### src/rtl/fft_peak_detect_pkg.sv
// Shared defaults and FSM state encoding for the FFT peak detector slice.
// IW/LGN defaults track the fftmain output format.
package fft_peak_detect_pkg;

    localparam int DEF_IW  = 16;
    localparam int DEF_LGN = 10;

    typedef enum logic {
        ST_IDLE  = 1'b0,
        ST_ACCUM = 1'b1
    } state_e;

endpackage

### src/rtl/fft_peak_detect_abs_mag.sv
// Two-stage registered |re| + |im| magnitude with a valid bit travelling alongside.
// The magnitude is one bit wider than a component, so |-2^(IW-1)| needs no saturation.
module fft_abs_mag
    import fft_peak_detect_pkg::*;
#(
    parameter int IW = DEF_IW
) (
    input  logic            clk,
    input  logic            rst,
    input  logic            valid_i,
    input  logic [2*IW-1:0] data_i,
    output logic            valid_o,
    output logic [IW:0]     mag_o
);

    logic [IW-1:0] re;
    logic [IW-1:0] im;
    logic [IW-1:0] absRe_d;
    logic [IW-1:0] absIm_d;
    logic [IW-1:0] absRe_q;
    logic [IW-1:0] absIm_q;
    logic          s1Valid_q;
    logic [IW:0]   mag_q;
    logic          s2Valid_q;

    assign re = data_i[2*IW-1:IW];
    assign im = data_i[IW-1:0];

    // Two's-complement negate read as unsigned gives 2^(IW-1) for the most negative input.
    assign absRe_d = re[IW-1] ? (~re + 1'b1) : re;
    assign absIm_d = im[IW-1] ? (~im + 1'b1) : im;

    always_ff @(posedge clk or posedge rst) begin
        if (rst) begin
            absRe_q   <= '0;
            absIm_q   <= '0;
            s1Valid_q <= 1'b0;
            mag_q     <= '0;
            s2Valid_q <= 1'b0;
        end else begin
            absRe_q   <= absRe_d;
            absIm_q   <= absIm_d;
            s1Valid_q <= valid_i;
            mag_q     <= {1'b0, absRe_q} + {1'b0, absIm_q};
            s2Valid_q <= s1Valid_q;
        end
    end

    assign valid_o = s2Valid_q;
    assign mag_o   = mag_q;

endmodule

### src/rtl/fft_peak_detect.sv
// Streaming spectral peak detector: tracks the largest |re|+|im| bin of each
// N-point frame from fftmain and reports its index and magnitude once per frame.
module fft_peak_detect
    import fft_peak_detect_pkg::*;
#(
    parameter int IW      = DEF_IW,
    parameter int LGN     = DEF_LGN,
    parameter bit SKIP_DC = 1'b0
) (
    input  logic            clk,
    input  logic            rst,
    input  logic            in_valid,
    input  logic            in_sync,
    input  logic [2*IW-1:0] in_data,
    output logic [LGN-1:0]  peak_bin,
    output logic [IW:0]     peak_mag,
    output logic            peak_valid,
    output logic            frame_err
);

    state_e         state_q;
    logic [LGN-1:0] binCnt_q;
    logic           frameErr_q;
    logic           sampleOk;
    logic [LGN-1:0] sampleBin;
    logic [LGN-1:0] s1Bin_q;
    logic [LGN-1:0] s2Bin_q;
    logic           magValid;
    logic [IW:0]    mag;
    logic [IW:0]    bestMag_d;
    logic [IW:0]    bestMag_q;
    logic [LGN-1:0] bestBin_d;
    logic [LGN-1:0] bestBin_q;
    logic           lastDone_d;
    logic           lastDone_q;
    logic [LGN-1:0] peakBin_q;
    logic [IW:0]    peakMag_q;
    logic           peakValid_q;

    // A sample enters the pipeline if it starts a frame or continues one in progress.
    always_comb begin
        sampleOk  = 1'b0;
        sampleBin = in_sync ? '0 : binCnt_q;
        if (in_valid) begin
            if (state_q == ST_IDLE) sampleOk = in_sync;
            else                    sampleOk = in_sync || (binCnt_q != '0);
        end
    end

    always_ff @(posedge clk or posedge rst) begin
        if (rst) begin
            state_q    <= ST_IDLE;
            binCnt_q   <= '0;
            frameErr_q <= 1'b0;
        end else begin
            frameErr_q <= 1'b0;
            if (in_valid) begin
                if (state_q == ST_IDLE) begin
                    if (in_sync) begin
                        state_q  <= ST_ACCUM;
                        binCnt_q <= LGN'(1);
                    end
                end else if (in_sync) begin
                    frameErr_q <= (binCnt_q != '0);
                    binCnt_q   <= LGN'(1);
                end else if (binCnt_q == '0) begin
                    frameErr_q <= 1'b1;
                    state_q    <= ST_IDLE;
                end else begin
                    binCnt_q <= binCnt_q + 1'b1;
                end
            end
        end
    end

    fft_abs_mag #(
        .IW(IW)
    ) u_abs_mag (
        .clk    (clk),
        .rst    (rst),
        .valid_i(sampleOk),
        .data_i (in_data),
        .valid_o(magValid),
        .mag_o  (mag)
    );

    // With DC skipped, bin 1 always wins against the zero seed so an all-zero frame reports bin 1.
    always_comb begin
        bestMag_d  = bestMag_q;
        bestBin_d  = bestBin_q;
        lastDone_d = 1'b0;
        if (magValid) begin
            lastDone_d = (s2Bin_q == '1);
            if (s2Bin_q == '0) begin
                bestMag_d = SKIP_DC ? '0 : mag;
                bestBin_d = '0;
            end else if ((mag > bestMag_q) || (SKIP_DC && (s2Bin_q == LGN'(1)))) begin
                bestMag_d = mag;
                bestBin_d = s2Bin_q;
            end
        end
    end

    always_ff @(posedge clk or posedge rst) begin
        if (rst) begin
            s1Bin_q     <= '0;
            s2Bin_q     <= '0;
            bestMag_q   <= '0;
            bestBin_q   <= '0;
            lastDone_q  <= 1'b0;
            peakBin_q   <= '0;
            peakMag_q   <= '0;
            peakValid_q <= 1'b0;
        end else begin
            s1Bin_q     <= sampleBin;
            s2Bin_q     <= s1Bin_q;
            bestMag_q   <= bestMag_d;
            bestBin_q   <= bestBin_d;
            lastDone_q  <= lastDone_d;
            peakValid_q <= lastDone_q;
            if (lastDone_q) begin
                peakBin_q <= bestBin_q;
                peakMag_q <= bestMag_q;
            end
        end
    end

    assign peak_bin   = peakBin_q;
    assign peak_mag   = peakMag_q;
    assign peak_valid = peakValid_q;
    assign frame_err  = frameErr_q;

endmodule

### config.mk
export PLATFORM = sky130hd
export DESIGN_NAME = fft_peak_detect
export DESIGN_NICKNAME = d
export VERILOG_FILES = /design/src/rtl/fft_peak_detect_pkg.sv /design/src/rtl/fft_peak_detect_abs_mag.sv /design/src/rtl/fft_peak_detect.sv
export SDC_FILE = /design/constraint.sdc
export NUM_CORES = 1
export LEC_CHECK = 0
export CAP_MARGIN = 20
export CELL_PAD_IN_SITES_DETAIL_PLACEMENT = 0
export CELL_PAD_IN_SITES_GLOBAL_PLACEMENT = 1
export CORE_MARGIN = 5
export CORE_UTILIZATION = 45
export CTS_BUF_LIST = sky130_fd_sc_hd__clkbuf_8
export DETAILED_ROUTE_END_ITERATION = 7
export DONT_BUFFER_PORTS = 1
export MAX_ROUTING_LAYER = met4
export PLACE_DENSITY = 0.77
export SLEW_MARGIN = 20
export SYNTH_ARGS = -nofsm -noshare
export SYNTH_HDL_FRONTEND = slang
export SYNTH_HIERARCHICAL = 1
export SYNTH_SLANG_ARGS = --single-unit
### constraint.sdc
create_clock -name clk -period 3.3 [get_ports clk]
set_input_delay 0.66 -clock clk [delete_from_list [all_inputs] [get_ports clk]]
set_output_delay 0.66 -clock clk [all_outputs]
set_load 0.005 [all_outputs]
==> results.cfg, run 1 <==
[grt]
grt_pass1_vias = 4478
grt_overflow = 0
grt_use_total_pct = 15.3
grt_pass1_wl_um = 21400
grt_max_degree = 55
grt_antenna_before_repair = 0

[critical_path]
worstPathRequired_ps = 3690
cp-end-kind = flop
worstSetupStartpointType = flop
crit_chain = inv_1 -> ha_1 -> nand4_1 -> or4_1 -> nor2_1 -> nor3_1 -> and3b_1 -> buf_4 -> a221o_1
max_stage_delay_ps = 520
worstPathArrival_ps = 3100
critPathKind = flop to flop
crit_fanout = 20
cp_slowest_cell = or4_1

[timing]
slew_headroom_pct = 38.2
min_period_ps = 2720
maxSlewViolCount = 0
whs_ps = 227
rsz0062_at_grt = no
setup_slack_ps = 584
finClkSkew_ps = 9.93
worst_pin_slew_ps = 926
clock.fmax_ghz = 0.368
fin_crit_sh_pct = 82.3
setup_violations = 0
hold_violations = 0
final.setup.tns_ps = 0

[synthesis]
yosysTopAreaCell = dfrtp_1
synth_flop_cell = dfrtp_1
async_flop_share_pct = 100
ys_types = 59
yosysWarnings = 6
synthesis.instances = 569
synth-edff-count = 0
yosysSeqAreaShare_pct = 52.3
synthesis.area_um2 = 6650
ys_ff_latch = 139
synth_commonest_cells = 139 x dfrtp_1, 38 x ha_1, 34 x nor2_1
ys_top_cells_by_area = dfrtp_1 52%, ha_1 7.1%, mux2_2 4.7%, xnor2_1 3.4%, a22o_1 2.8%
synth.avg_cell_area_um2 = 11.7
syn_nets = 644
synth.most_common_cell = dfrtp_1
synth_top_area_share_pct = 52.3

[die]
start_util_pct = 45.8
chipHeight_um = 132
die_x_um = 132
rows = 44
io-pin-count = 65
dieArea_um2 = 17300
core_um2 = 14500

[power]
peakVddDrop_uv = 320
seqPwrFrac_pct = 43.8
switchingPower_mw = 1.65
power.internal_mw = 3.48
pwr-share-clk_pct = 28.5
p_leak_nw = 3.39
swShare_pct = 32.2
power.density_nw_per_um2 = 708
pwr-share-comb_pct = 27.7

[finish]
final_area_um2 = 7250
drive_gt1_share_pct = 15.5
nets = 650
fin_util_pct = 49.9
antenna_cells = 0
area_growth_pct = 8.95

[clock_network]
hold_buffers = 0
clock_sinks = 139
postCtsSetupRepairBufs = 0
post_cts_resized = 0
max-clock-path-buffers = 2
clk_pin_slew_ps = 70
clockRootBuffer = clkbuf_8
h-tree-depth = 4
cts_tree = built
cts_buffers = 17
clk-insertion-delay-late_ps = 450

[run_status]
status = finished clean

[place]
dpl.hpwl_um = 9330
place.gp.congestion = 0.803
place_ws_ps = 636
postPlaceCellArea_um2 = 6820
portBuffers = 0

[flow_run]
drv_cap = 0

[drt]
ant_nets = 0
drt_iter0_drc = 228
wl_per_cell_um = 16.3
via_per_inst = 5.51
vias = 4248
drt_wl_total_um = 12600
drc = 0
firstDrtPassIters = 4

[hold_path]
hold_path_class = input pin to asynchronous set/reset pin
==> final cells by class <==
class                           instances  area, um^2
Tap cell                              184         230
Timing Repair Buffer                    7        52.6
Clock buffer                           18         248
Sequential cell                       139        3480
Inverter                               31         119
Clock inverter                         13         176
Fill cell                            1313        7290
Multi-Input combinational cell        379        2940
==> registers in the layout, summed over array words and instances, names as in the netlist <==
name,cells
s2Bin_q,10
peak_bin,10
u_abs_mag/valid_o,1
lastDone_q,1
u_abs_mag/absRe_q,16
u_abs_mag/mag_o,17
state_q,1
peak_mag,17
s1Bin_q,10
u_abs_mag/s1Valid_q,1
bestMag_q,17
peak_valid,1
bestBin_q,10
u_abs_mag/absIm_q,16
frame_err,1
binCnt_q,10
==> worst max-delay path: cells and delay by family, from the launching register on <==
family	cells	cell delay, ps
AND/OR/NAND/NOR	5	1370
adder cells (fa/ha/maj)	1	300
flip-flops	1	420
buffers and inverters	2	370
AO/OA/AOI/OAI	1	180
==> worst paths after layout <==
check                                    from               endpoint  slack [ps]  cells past startpoint
max in group asynchronous                 rst            peak_bin[9]        2320                      2
worst min register to register     s1Bin_q[5]             s2Bin_q[5]         350                      0
min in group clk                   in_data[0]   u_abs_mag/absIm_q[0]         230                      0
worst min-delay path                      rst  u_abs_mag/absIm_q[15]         230                      1
worst max register to register  bestMag_q[15]          bestMag_q[13]         580                      9
worst max-delay path            bestMag_q[15]          bestMag_q[13]         580                      9
==> routing by layer <==
metal  GRT usage, %  wire (um)  vias up
met4           4.63        140        0
met5              -          0        -
met1           19.3       5840     2059
met2           23.0       5760       95
li1               -          -     2079
met3           6.00        842       15
==> kinds of logic after synthesis <==
family,synth area share (%)
fa+ha+maj,7.45
compound gates,15.7
flops,52.3
mux,4.74
xor+xnor,5.40
buf+inv,3.48
simple gates,10.9
==> through the flow <==
step	total power, mW	cells
3_3_place_gp	3.64	740
4_1_cts	5.18	771
2_1_floorplan	3.35	569
6_report	5.13	771
5_1_grt	5.45	771
3_5_place_dp	3.70	740
==> power by group through the flow <==
stage	clock (mW)	combinational (mW)	sequential, mW
detailed placement	0	1.42	2.28
floorplan	0	1.17	2.18
CTS	1.50	1.43	2.24
global route	1.57	1.60	2.29
global placement	0	1.38	2.26
finish	1.46	1.42	2.25
==> cell usage in the layout, fill, tap and decap left out, types with 9 or more instances in the layout <==
cell type and count:
a22o_1 21, a221o_1 17, inv_1 31, xor2_1 15, dfrtp_1 138, nor2_1 34, a21oi_1 27, ha_1 38
clkbuf_8 18, mux2_2 28, xnor2_1 26, o21ai_0 23, nand2_1 31, nand4_1 9, a21o_1 10
No activity file was read; power rests on OpenSTA's default activity.
==> inputs of run 2 (changes only) <==
Clock period 3.3 ns to 2.6 ns, I/O delays scaled along.
==> run 2 against run 1 <==
Worst setup slack got worse by 420 ps. Final area increased by 0.76%. Critical path depth unchanged.
==> results.cfg, run 2 (same netlist as run 1, synthesis figures left out) <==
[critical_path]
rr_worst_depth = 9
worstPathArrival_ps = 2750
worstPathRequired_ps = 2920
critPathLaunch = bestMag_q[8]
cp-end-kind = flop
worstSetupStartpointType = flop
r2r_start = bestMag_q[8]
crit_fanout = 10
rrSetupSlack_ps = 170
rr_endpoint = bestBin_q[1]
critPathKind = flop to flop

[finish]
fin_cells = 773
final_cell_mix = 139 x dfrtp_1, 38 x ha_1, 33 x nor2_1, 32 x inv_1, 31 x nand2_1
fin_util_pct = 50.2
nets = 651
antenna_cells = 0
drive_gt1_share_pct = 15.6
final_area_um2 = 7300
area_growth_pct = 9.78
layout_commonest_cell = dfrtp_1

[drt]
drc = 0
drt_iter0_drc = 324
via_per_inst = 5.49
vias = 4247
ant_nets = 0
firstDrtPassIters = 5
wl_per_cell_um = 15.9
drt_wl_total_um = 12300

[place]
dpl.hpwl_um = 9090
place_inst = 740
place.gp.congestion = 0.850
postPlaceCellArea_um2 = 6850
portBuffers = 0

[clock_network]
clockRootBuffer = clkbuf_8
h-tree-depth = 4
clock_sinks = 139
clk-insertion-delay-late_ps = 440
cts_tree = built
clk_pin_slew_ps = 80
cts_buffers = 17
max-clock-path-buffers = 2

[die]
dieArea_um2 = 17300
die_x_um = 132
rows = 44
start_util_pct = 45.8
core_um2 = 14500
io-pin-count = 65
chipHeight_um = 132

[grt]
grt_use_total_pct = 15.3
grt_overflow = 0
grt_pass1_wl_um = 21600
grt_max_degree = 66
grt_pass1_vias = 4461
grt_antenna_before_repair = 0

[power]
peakVddDrop_uv = 430
power.density_nw_per_um2 = 895
p_leak_nw = 3.41
finalPower_mw = 6.54

[timing]
rsz0062_at_grt = no
fin_crit_sh_pct = 93.6
worst_pin_slew_ps = 806
setup_violations = 0
final.setup.tns_ps = 0
min_period_ps = 2430
hold_violations = 0
maxSlewViolCount = 0
finClkSkew_ps = 12.2
clock.fmax_ghz = 0.411
slew_headroom_pct = 46.2

[hold_path]
hold_path_class = input pin to asynchronous set/reset pin

[run_status]
status = finished clean

[flow_run]
drv_cap = 0
run 2: report_power, final:
part | total, mW | internal [mW] | switching [mW]
registers | 2.85 | 2.52 | 0.335
clock network | 1.86 | 1.09 | 0.775
logic | 1.82 | 0.868 | 0.954
total | 6.54 | 4.47 | 2.06
run 2: routing by layer:
layer | up-vias | share of wire [%] | GRT usage (%)
met5 | - | 0 | -
met2 | 103 | 46 | 23.0
li1 | 2094 | - | -
met4 | 0 | 1.1 | 4.40
met1 | 2039 | 47 | 20.1
met3 | 11 | 5.8 | 4.70
run 2: how the worst max path moves through the flow:
| stage | depth (start not counted) | end | slack (ps) |
|---|---|---|---|
| after global routing | 9 | bestBin_q[2] | 5 |
| after detailed placement | 9 | bestBin_q[7] | 150 |
| after CTS | 9 | bestBin_q[1] | 130 |
| after global placement | 9 | bestBin_q[6] | 240 |
| final | 9 | bestBin_q[1] | 170 |
| after floorplan | 9 | bestBin_q[9] | 310 |
run 2: area by class of cell:
cell class                      instances  area [um^2]
Clock buffer                           19          262
Clock inverter                         13          174
Fill cell                            1314         7230
Inverter                               31          121
Multi-Input combinational cell        379         2950
Sequential cell                       139         3480
Tap cell                              184          230
Timing Repair Buffer                    8         87.6
run 2: worst max-delay path, stage by stage (launching register included):
cell	delay, ps
dfrtp_1	400
inv_1	60
ha_1	300
nand4_1	150
or4_1	570
nor2_2	140
nor4_2	70
or2_0	220
buf_4	170
a22o_1	240
run 2: timing repair:
item | in CTS | in global routing
hold buffers | 1 | 0
endpoints found under the setup margin | 0 | 21
resized for setup | 0 | 2
setup buffers | 0 | 0
hold endpoints to repair | 23 | 0
run 2: through the flow:
stage,setup slack (ps),hold slack [ps]
floorplan,311,331
global placement,236,334
detailed placement,153,335
CTS,129,79.6
global route,5.20,74.6
finish,168,97.3
==> inputs of run 3 (changes only) <==
Settings changed: CTS_CLUSTER_DIAMETER set to 80, GPL_TIMING_DRIVEN set to 0.
==> run 3 against run 2 <==
First-iteration DRC count is 8.6% lower. Non-clock buffer count up 23. Wire length barely moved. Sequential share of layout area shrank 0.94 points. Power is 0.25% lower. Critical path depth did not move. Worst setup slack worse by 7.9 ps. Die area did not move.
==> results.cfg, run 3 (same netlist as run 1, synthesis figures left out) <==
[clock_network]
clock_sinks = 139
clk_pin_slew_ps = 80
max-clock-path-buffers = 2
clockRootBuffer = clkbuf_8
cts_tree = built
h-tree-depth = 4
cts_buffers = 17
clk-insertion-delay-late_ps = 440

[timing]
clock.fmax_ghz = 0.410
fin_crit_sh_pct = 93.9
slew_headroom_pct = 47.4
worst_pin_slew_ps = 783
final.setup.tns_ps = 0
min_period_ps = 2440
hold_violations = 0
finClkSkew_ps = 9.74
maxSlewViolCount = 0
setup_violations = 0
setup_slack_ps = 160
rsz0062_at_grt = yes

[drt]
vias = 4244
wl_per_cell_um = 15.5
firstDrtPassIters = 4
drt_wl_total_um = 12300
via_per_inst = 5.33
drc = 0
ant_nets = 0
drt_iter0_drc = 296

[finish]
drive_gt1_share_pct = 17.8
nets = 674
final_cell_mix = 139 x dfrtp_1, 38 x ha_1, 33 x nor2_1, 31 x nand2_1, 29 x inv_1
area_growth_pct = 12.0
layout_commonest_cell = dfrtp_1
antenna_cells = 0
fin_util_pct = 51.3

[place]
place.gp.congestion = 0.820
dpl.hpwl_um = 9430
place_ws_ps = -103
portBuffers = 0

[grt]
grt_use_total_pct = 15.3
grt_pass1_wl_um = 21400
grt_antenna_before_repair = 0
grt_overflow = 0
grt_max_degree = 37
grt_pass1_vias = 4452

[die]
rows = 44
die_x_um = 132
start_util_pct = 45.8
chipHeight_um = 132
core_um2 = 14500
io-pin-count = 65
dieArea_um2 = 17300

[critical_path]
critPathKind = flop to flop
cp-end-kind = flop
crit_fanout = 10
worstSetupStartpointType = flop
worstPathArrival_ps = 2770
worstPathRequired_ps = 2930

[flow_run]
drv_cap = 0

[power]
power.density_nw_per_um2 = 875
peakVddDrop_uv = 370
p_leak_nw = 3.47

[hold_path]
hold_path_class = input pin to flop

[run_status]
status = finished clean
-- run 3: cell types whose count changed in the layout (fill, tap and decap cells not counted), moves of 2 or more --
cell	before	now
clkinvlp_4	3	5
inv_1	32	29
bufinv_16	4	2
buf_6	0	6
buf_4	5	9
clkbuf_1	0	9
-- run 3: critical path, stage by stage, from the launching register on --
cell and delay (ps):
dfrtp_1 410, inv_1 60, ha_1 310, nand4_1 160
or4_4 530, nor2_4 130, nor4_4 90, or2_0 220
buf_2 170, a22o_1 250
-- run 3: final timing paths --
path / from / to / slack, ps / cells past startpoint
max: bestMag_q[16] / bestBin_q[0] / 160 / 9
min: in_data[0] / u_abs_mag/absIm_q[0] / 100 / 0
max reg2reg: bestMag_q[16] / bestBin_q[0] / 160 / 9
min reg2reg: s1Bin_q[5] / s2Bin_q[5] / 350 / 0
max in group asynchronous: rst / peak_mag[2] / 1240 / 4
min in group asynchronous: rst / frame_err / 600 / 2
-- run 3: per-stage QoR --
step,instances,instance area [um^2],hold WS (ps),power (mW)
final,796,7450,103,6.52
after global routing,796,7450,64.3,7.01
after CTS,790,7380,69.5,6.48
after detailed placement,756,6950,335,4.70
after global placement,753,6890,334,4.60
after floorplan,569,6660,331,4.25
-- run 3: report_power, final --
part / switching (mW) / internal, mW / total [mW]
clock: 0.821 / 0.906 / 1.73
sequential: 0.336 / 2.52 / 2.85
combinational: 0.976 / 0.966 / 1.94
-- run 3: final cells by class --
cell class | count | area, um^2
timing repair buffer | 11 | 123
fill | 1264 | 7080
sequential | 139 | 3480
multi-input combinational | 379 | 2970
inverter | 31 | 120
clock buffer | 19 | 262
tap | 184 | 230
buffer | 20 | 130
clock inverter | 13 | 140
-- run 3: layer usage --
| layer | vias up | GRT usage, % | wire length (um) |
|---|---|---|---|
| met4 | 0 | 6.00 | 246 |
| met5 | - | - | 0 |
| li1 | 2135 | - | - |
| met2 | 96 | 23.1 | 5670 |
| met1 | 1993 | 19.1 | 5600 |
| met3 | 20 | 5.24 | 786 |
-- run 3: what timing repair did --
item,CTS,global route
pin swaps,1,5
setup buffers,1,6
hold endpoints to repair,37,0
hold buffers,1,0
setup endpoints to repair,21,24
resized for setup,3,9
